$ cat config.mk
export PLATFORM = sky130hd
export DESIGN_NAME = ddr_frame_burst_writer
export DESIGN_NICKNAME = d
export VERILOG_FILES = /design/src/rtl/ddr_frame_burst_writer.sv
export SDC_FILE = /design/constraint.sdc
export NUM_CORES = 1
export LEC_CHECK = 0
export CAP_MARGIN = 5
export CORE_AREA = 2 2 235 237
export CTS_BUF_LIST = sky130_fd_sc_hd__clkbuf_2
export CTS_CLUSTER_DIAMETER = 150
export CTS_CLUSTER_SIZE = 30
export DETAILED_ROUTE_END_ITERATION = 8
export DIE_AREA = 0 0 237 239
export SLEW_MARGIN = 20
export SYNTH_ARGS = -nofsm -noshare
export SYNTH_HDL_FRONTEND = slang
export SYNTH_SLANG_ARGS = --single-unit
export TNS_END_PERCENT = 1
$ cat constraint.sdc
create_clock -name ddr_clk -period 3.1 [get_ports ddr_clk]
set_input_delay 0.31 -clock ddr_clk [delete_from_list [all_inputs] [get_ports ddr_clk]]
set_output_delay 0.31 -clock ddr_clk [all_outputs]
set_load 0.005 [all_outputs]
$ cat src/rtl/ddr_frame_burst_writer.sv
// AXI write-burst engine that drains a FWFT pixel FIFO into a ring of DDR frame buffers.
// Supports continuous or trigger-armed single-shot capture and recovery from mid-frame restarts.
module ddr_frame_burst_writer #(
    parameter int unsigned       ADDR_W      = 28,
    parameter int unsigned       DATA_W      = 256,
    parameter int unsigned       BURST_LEN   = 16,
    parameter int unsigned       FRAME_BEATS = 57600,
    parameter int unsigned       NUM_BUF     = 3,
    parameter logic [ADDR_W-1:0] BASE_ADDR   = '0,
    parameter logic [ADDR_W-1:0] BUF_STRIDE  = ADDR_W'(32'h0020_0000),
    parameter int unsigned       CNT_W       = 10
) (
    input  logic                  ddr_clk,
    input  logic                  ddr_rstn,
    input  logic                  enable,
    input  logic                  single_shot,
    input  logic                  trig,
    input  logic                  frame_start,
    input  logic [DATA_W-1:0]     fifo_rd_data,
    input  logic [CNT_W-1:0]      fifo_count,
    output logic                  fifo_rd_en,
    output logic                  fifo_flush,
    output logic [ADDR_W-1:0]     axi_awaddr,
    output logic [3:0]            axi_awlen,
    output logic                  axi_awvalid,
    input  logic                  axi_awready,
    output logic [DATA_W-1:0]     axi_wdata,
    output logic [DATA_W/8-1:0]   axi_wstrb,
    input  logic                  axi_wready,
    input  logic                  axi_wusero_last,
    output logic                  busy,
    output logic                  frame_done,
    output logic [2:0]            done_buf,
    output logic                  frame_abort,
    output logic                  last_err
);

    localparam int unsigned BURSTS      = FRAME_BEATS / BURST_LEN;
    localparam int unsigned IDX_W       = (BURSTS > 1) ? $clog2(BURSTS) : 1;
    localparam int unsigned BEAT_W      = (BURST_LEN > 1) ? $clog2(BURST_LEN) : 1;
    localparam int unsigned BURST_BYTES = BURST_LEN * (DATA_W / 8);

    typedef enum logic [2:0] {
        IDLE       = 3'd0,
        WAIT_FRAME = 3'd1,
        WAIT_DATA  = 3'd2,
        ADDR       = 3'd3,
        DATA       = 3'd4
    } state_t;

    state_t              state_q, state_d;
    logic                armed_q, armed_d;
    logic                abort_q, abort_d;
    logic [IDX_W-1:0]    burst_idx_q, burst_idx_d;
    logic [BEAT_W-1:0]   beat_cnt_q, beat_cnt_d;
    logic [2:0]          cur_buf_q, cur_buf_d;
    logic [2:0]          done_buf_d;
    logic [ADDR_W-1:0]   awaddr_d;
    logic                awvalid_d;
    logic                done_d;
    logic                abort_pulse_d;
    logic                last_err_d;
    logic                busy_d;
    logic                beat_ok;
    logic                last_beat;
    logic                last_burst;
    logic                mid_frame;

    assign axi_awlen  = 4'(BURST_LEN - 1);
    assign axi_wstrb  = '1;
    assign axi_wdata  = fifo_rd_data;
    assign fifo_rd_en = (state_q == DATA) && axi_wready;

    // Next-state and next-output logic
    always_comb begin
        state_d       = state_q;
        armed_d       = armed_q | trig;
        burst_idx_d   = burst_idx_q;
        beat_cnt_d    = beat_cnt_q;
        cur_buf_d     = cur_buf_q;
        done_buf_d    = done_buf;
        awaddr_d      = axi_awaddr;
        awvalid_d     = 1'b0;
        done_d        = 1'b0;
        abort_pulse_d = 1'b0;

        beat_ok    = (state_q == DATA) && axi_wready;
        last_beat  = (beat_cnt_q == BEAT_W'(BURST_LEN - 1));
        last_burst = (burst_idx_q == IDX_W'(BURSTS - 1));
        mid_frame  = (state_q == WAIT_DATA) || (state_q == ADDR) || (state_q == DATA);
        abort_d    = abort_q | (mid_frame & frame_start);
        last_err_d = last_err | (beat_ok & (axi_wusero_last != last_beat));

        case (state_q)
            IDLE: begin
                if (enable && (!single_shot || armed_d)) begin
                    state_d = WAIT_FRAME;
                end
            end
            WAIT_FRAME: begin
                if (frame_start) begin
                    state_d     = WAIT_DATA;
                    burst_idx_d = '0;
                    armed_d     = 1'b0;
                    abort_d     = 1'b0;
                end
            end
            WAIT_DATA: begin
                // A restart seen between bursts is resolved at once: nothing is in flight
                if (abort_d) begin
                    abort_pulse_d = 1'b1;
                    abort_d       = 1'b0;
                    burst_idx_d   = '0;
                end else if (fifo_count >= CNT_W'(BURST_LEN)) begin
                    state_d   = ADDR;
                    awvalid_d = 1'b1;
                    awaddr_d  = BASE_ADDR + ADDR_W'(cur_buf_q) * BUF_STRIDE
                              + ADDR_W'(burst_idx_q) * ADDR_W'(BURST_BYTES);
                end
            end
            ADDR: begin
                awvalid_d = !axi_awready;
                if (axi_awready) begin
                    state_d = DATA;
                end
            end
            DATA: begin
                if (beat_ok) begin
                    beat_cnt_d = beat_cnt_q + BEAT_W'(1);
                    if (last_beat) begin
                        beat_cnt_d = '0;
                        state_d    = WAIT_DATA;
                        if (abort_d) begin
                            abort_pulse_d = 1'b1;
                            abort_d       = 1'b0;
                            burst_idx_d   = '0;
                        end else if (last_burst) begin
                            done_d     = 1'b1;
                            done_buf_d = cur_buf_q;
                            cur_buf_d  = (cur_buf_q == 3'(NUM_BUF - 1)) ? 3'd0 : cur_buf_q + 3'd1;
                            state_d    = IDLE;
                        end else begin
                            burst_idx_d = burst_idx_q + IDX_W'(1);
                        end
                    end
                end
            end
            default: state_d = IDLE;
        endcase

        busy_d = (state_d == WAIT_DATA) || (state_d == ADDR) || (state_d == DATA);
    end

    // State and registered outputs
    always_ff @(posedge ddr_clk or negedge ddr_rstn) begin
        if (!ddr_rstn) begin
            state_q     <= IDLE;
            armed_q     <= 1'b0;
            abort_q     <= 1'b0;
            burst_idx_q <= '0;
            beat_cnt_q  <= '0;
            cur_buf_q   <= '0;
            done_buf    <= '0;
            axi_awaddr  <= BASE_ADDR;
            axi_awvalid <= 1'b0;
            frame_done  <= 1'b0;
            frame_abort <= 1'b0;
            fifo_flush  <= 1'b0;
            last_err    <= 1'b0;
            busy        <= 1'b0;
        end else begin
            state_q     <= state_d;
            armed_q     <= armed_d;
            abort_q     <= abort_d;
            burst_idx_q <= burst_idx_d;
            beat_cnt_q  <= beat_cnt_d;
            cur_buf_q   <= cur_buf_d;
            done_buf    <= done_buf_d;
            axi_awaddr  <= awaddr_d;
            axi_awvalid <= awvalid_d;
            frame_done  <= done_d;
            frame_abort <= abort_pulse_d;
            fifo_flush  <= abort_pulse_d;
            last_err    <= last_err_d;
            busy        <= busy_d;
        end
    end

endmodule

==> metrics, run 1 <==
Synth Flop Type=dfrtp_1; maximum buffer depth of the clock tree=2; Setup Viol. Count Final=0; Mapped Cells=525; clock sink count=47; Setup TNS=0 ps; sw frac=37.1%; Cell variety after synth=47; Internal Dissipation=0.972 mW; GRT Total Usage=under 10%; clock group share of total power=19.0%; Psw=approximately 0.57 mW; clk_lat worst skew=460 ps; placed cell count=approximately 1.0k; worst rel slew slack=58.7%; Worst VDD drop=between 0.0001 and 0.00015 V; # port buffers=39; die area=56,600 µm²; # diodes=0; FF+latch count, synth=47; Post-DRT Antenna Nets=0; CP endpoint kind=flop; Layout Area Growth over Synthesis=-17.1%; cts bufs inserted=5; clk_skew=23.6 ps; routed vias/inst=2.37; global-route wire length before repair=17,400 µm; CORE AREA=around 54,000 µm²; DR iter-0 viols=126; Reg power frac=51.1%; EDFF count, synth=0; DIE HEIGHT=239 µm; commonest non-fill, non-tap cells in the layout=49 x conb_1, 47 x dfrtp_1, 38 x clkdlybuf4s50_1; crit share post-route=82.9%; Worst EP arrival=a little under 3000 ps; r2r setup slk=530 ps; Overflow after GRT=0; WS Path Type=flop to flop; DR pass1 iterations=4; Final Slew Violations=0; CTS tree=yes; layout cells sized above 1=around an eighth; worst path required time=about 3500 ps; Routed WL=around 13,000 µm; vias=2,404; HP Class=primary input to asynchronous set/reset pin; Routed WL per cell=13.1 µm; register clock-pin slew on the reported worst setup and hold paths=about 270 ps; post-DP HPWL=10,700 µm; CTS H-tree depth=2; Max Cap Viol=0; commonest non-fill, non-tap cell in the layout=conb_1; Comb power frac=29.9%; final RePlAce weighted congestion=0.691; CP Max Fanout=11; Worst Tran Pin Value=615 ps; row cnt=86; cell leakage power=1.38 nW; final std cells w/o fill=~1k; crit path launch type=flop; count of cells resized by post-cts repair=0; Die X=237 µm; Post-route DRC=0; status=finished, final reports clean; syn_area_per_cell=between 8 and 9 µm²; Fmax=0.389 GHz; CTS root buffer=clkbuf_2; final hold vios=0; I/O Pins=605; Final min period=2570 ps; Synthesis Warnings=0; register area share after synthesis=around 26%; Power Density=between 400 and 500 nW/µm²; number of global-route vias before repair=2,345; initial antenna violation count=1; async set or reset register ratio after synthesis=between 90% and 100%; nets=between 500 and 600; RSZ-0062 raised after global routing=false; Initial Utilization=8.35%; Post-Syn Area=4540 µm²; largest net degree at the start of global routing=26; Post-CTS Setup Inserts=0
==> timing repair <==
item                                    CTS  global route
endpoints found under the hold margin    22             0
hold buffers                              1             0
endpoints found under the setup margin    0             0
==> layer usage <==
layer	vias to the layer above	routed length [µm]	GRT usage, %
li1	918	-	-
met1	1046	3640	3.55
met2	322	5960	6.64
met3	116	2720	4.02
met4	2	987	3.74
met5	-	13	0
==> through the flow <==
stage	cell area [µm²]	power [mW]	util (%)	hold slack (ps)	setup WS, ps
after floorplan	4720	1.36	-	14.4	889
after global placement	3710	1.26	6.82	326	587
after detailed placement	3710	1.28	6.82	345	583
after CTS	3760	1.58	6.93	336	518
after global routing	3760	1.68	6.93	311	333
final	3760	1.55	6.93	347	530
==> final cells by class <==
class / instances / area [µm²]
clock buffers: 6 / 30.0
clock inverters: 2 / 16.3
fillers: 6331 / 50600
inverters: 6 / 27.5
multi-input cells: 204 / 1190
flip-flops and latches: 47 / 1180
well taps: 704 / 881
repair buffers: 45 / 445
==> power by group through the flow <==
stage	sequential [mW]	clock [mW]	combinational (mW)
after floorplan	0.746	0	0.612
after global placement	0.798	0	0.463
after detailed placement	0.804	0	0.471
after CTS	0.793	0.316	0.474
after global routing	0.808	0.354	0.519
final	0.790	0.294	0.462
==> sequential cells by signal, summed over array words and instances, names as in the netlist <==
register,count
cur_buf_q,3
state_q,3
abort_q,1
done_buf,3
last_err,1
busy,1
beat_cnt_q,4
frame_abort,1
frame_done,1
axi_awaddr,15
burst_idx_q,12
axi_awvalid,1
armed_q,1
==> critical path, stage by stage, from the launching register on <==
cell      delay [ps]
dfrtp_1          570
nor3b_4          340
nand2_2          140
clkinv_4         100
nand4_4          170
or4b_1           730
or3_1            400
o21ai_1           70
==> cells in the mapped netlist (2+ instances only) <==
cell type  number  share of area [%]
buf_4         306                 51
dfrtp_1        47                 26
nand2_1        29                2.4
o21ai_0        28                3.1
mux2_2         16                4.0
nor2_1         13                1.1
nand3_1         9               0.99
clkbuf_1        7               0.58
a21oi_1         5               0.55
inv_1           5               0.41
nor3_1          5               0.55
or3_1           4               0.55
a31oi_1         3               0.41
and3_1          3               0.41
nand4_1         3               0.41
o41ai_1         3               0.58
a21o_1          2               0.33
a41oi_1         2               0.39
buf_2           2               0.22
conb_1          2               0.17
ha_1            2               0.55
nand3b_1        2               0.33
o21bai_1        2               0.33
xnor2_1         2               0.39
==> cell families (layout without fill, tap and decap cells) <==
| logic type | count (synthesis) | in the layout | share of synthesized area [%] |
|---|---|---|---|
| compound gates | 53 | 53 | 7.08 |
| xor+xnor | 3 | 3 | 0.579 |
| fa+ha+maj | 2 | 2 | 0.551 |
| buf+inv | 321 | 59 | 52.0 |
| flops | 47 | 47 | 25.9 |
| mux | 17 | 17 | 4.19 |
| other cells | 2 | 49 | 0.165 |
| simple gates | 80 | 80 | 9.51 |
==> worst paths after layout <==
check / endpoint / from / depth (start not counted)
max: cur_buf_q[0] / state_q[0] / 7
min: burst_idx_q[8] / ddr_rstn / 2
max reg2reg: cur_buf_q[0] / state_q[0] / 7
min reg2reg: last_err / last_err / 1
max in group asynchronous: cur_buf_q[0] / ddr_rstn / 3
min in group ddr_clk: armed_q / trig / 3
(Power assumes the default switching activity.)
==> run 2: changes to the inputs <==
==> constraint.sdc (replaced) <==
create_clock -name ddr_clk -period 2.4 [get_ports ddr_clk]
set_input_delay 0.24 -clock ddr_clk [delete_from_list [all_inputs] [get_ports ddr_clk]]
set_output_delay 0.24 -clock ddr_clk [all_outputs]
set_load 0.005 [all_outputs]
==> metrics, run 2 (synthesis gave the netlist of run 1 again) <==
status=finished, final reports clean; Routed WL per cell=roughly 13 µm; Post-CTS Setup Inserts=0; vias=2,411; Final Slew Violations=0; final RePlAce weighted congestion=0.709; die area=between 50,000 and 60,000 µm²; clock sink count=47; post-DP HPWL=~11,000 µm; final std cells w/o fill=between 1k and 1.5k; DR pass1 iterations=4; path depth of the worst reg2reg path=7; nets=596; Largest stage delay, worst path=roughly 600 ps; row cnt=86; HP Class=primary input to flop; Worst VDD drop=0.000154 V; Post-route DRC=0; # port buffers=39; largest net degree at the start of global routing=48; layout cells sized above 1=15.0%; worst-path cell chain=nor3b_4 -> nand2_2 -> clkinv_4 -> nand4_4 -> or4b_4 -> or3_1 -> o21ai_1; Final min period=2230 ps; WS Path Type=flop to flop; commonest non-fill, non-tap cell in the layout=conb_1; Power Density=527 nW/µm²; Initial Utilization=8.35%; RSZ-0062 raised after global routing=false; GRT Total Usage=4.45%; Setup Viol. Count Final=0; reg2reg end=cur_buf_q[0]; DR iter-0 viols=175; CORE AREA=54,300 µm²; sw frac=36.6%; cts bufs inserted=5; crit share post-route=about 93%; CP endpoint kind=flop; global-route wire length before repair=17,400 µm; r2r setup slk=170 ps; Overflow after GRT=0; CP Max Fanout=9; Setup TNS=0 ps; worst-case hold path end point=armed_q; Worst Tran Pin Value=roughly 680 ps; CP bufs+invs=1; Routed WL=13,400 µm; worst path required time=2800 ps; # diodes=0; Psw=between 0.7 and 0.8 mW; CTS H-tree depth=2; slowest stage cell, crit path=or4b_4; critical path's top delay family=simple AND/OR/NAND/NOR gates; Max Cap Viol=0; routed vias/inst=approximately 2.4; clk_skew=around 25 ps; Comb power frac=32.8%; register clock-pin slew on the reported worst setup and hold paths=280 ps; final hold vios=0; cell leakage power=1.44 nW; clk_lat worst skew=~450 ps; maximum buffer depth of the clock tree=2; Worst EP arrival=2630 ps; Top Registers=axi_awaddr x15, burst_idx_q x12, beat_cnt_q x4; flip-flop count of the largest register, all copies and words added=15; clock group share of total power=18.5%; crit path launch type=flop; number of global-route vias before repair=~2.3k; initial antenna violation count=2; Hold Path Stages=3; placed cell count=between 1k and 1.5k; Layout Area Growth over Synthesis=-15.4%; Internal Dissipation=1.28 mW; DIE HEIGHT=239 µm; Reg power frac=48.7%; commonest non-fill, non-tap cells in the layout=49 x conb_1, 47 x dfrtp_1, 37 x clkdlybuf4s50_1; largest reg by FF count=axi_awaddr; Fmax=0.448 GHz; CTS root buffer=clkbuf_2; Reg2Reg Launch Point=state_q[0]; min-delay src=trig; Post-DRT Antenna Nets=0; worst rel slew slack=54.2%; Die X=237 µm; CTS tree=yes; fillers=6,310; I/O Pins=605
-- run 2: worst max path at each step --
stage | from | to | slack [ps] | cells past startpoint
CTS | state_q[0] | cur_buf_q[0] | 120 | 7
floorplan | state_q[1] | cur_buf_q[0] | 190 | 9
finish | state_q[0] | cur_buf_q[0] | 170 | 7
global placement | fifo_count[7] | axi_awaddr[15] | 1 | 7
detailed placement | fifo_count[7] | axi_awaddr[19] | 40 | 7
global route | state_q[0] | cur_buf_q[0] | 50 | 7
-- run 2: power groups by stage --
stage / clock network, mW / logic (mW) / registers (mW)
final: 0.374 / 0.665 / 0.987
after global routing: 0.442 / 0.743 / 1.00
after CTS: 0.408 / 0.681 / 0.992
after detailed placement: 0 / 0.679 / 1.00
after global placement: 0 / 0.667 / 0.999
after floorplan: 0 / 0.791 / 0.963
-- run 2: through the flow --
| stage | setup WS [ps] | util, % | hold slack, ps | power [mW] | instance area (µm²) |
|---|---|---|---|---|---|
| 2_1_floorplan | 189 | - | -55.6 | 1.75 | 4720 |
| 3_3_place_gp | 1.26 | 6.96 | 391 | 1.67 | 3780 |
| 3_5_place_dp | 37.9 | 6.96 | 409 | 1.68 | 3780 |
| 4_1_cts | 121 | 7.07 | 326 | 2.08 | 3840 |
| 5_1_grt | 46.6 | 7.07 | 357 | 2.19 | 3840 |
| 6_report | 166 | 7.07 | 385 | 2.03 | 3840 |
-- run 2: area by class of cell --
class | instances | area [µm²] | area share, %
clock buffer | 6 | 30.0 | 0.782
clock inverter | 2 | 16.3 | 0.423
inverter | 6 | 27.5 | 0.717
multi-input combinational | 204 | 1190 | 31.0
sequential | 47 | 1180 | 30.6
tap | 704 | 881 | 22.9
timing repair buffer | 55 | 519 | 13.5
-- run 2: worst register-to-register path, cell delays in order, from the launching register on --
cell and delay, ps:
dfrtp_1 470, nor3b_4 320, nand2_2 140, clkinv_4 100
nand4_4 100, or4b_4 600, or3_1 380, o21ai_1 80
-- run 2: metal layers --
metal	global-route usage [%]	part of all wire, %
met1	3.55	28
met2	6.52	44
met3	4.26	21
met4	3.78	7.4
met5	0	0.19
-- run 2: timing repair --
item	in CTS	in global routing
gates resized for setup	2	0
setup endpoints to repair	2	0
hold buffers	1	0
endpoints found under the hold margin	47	0
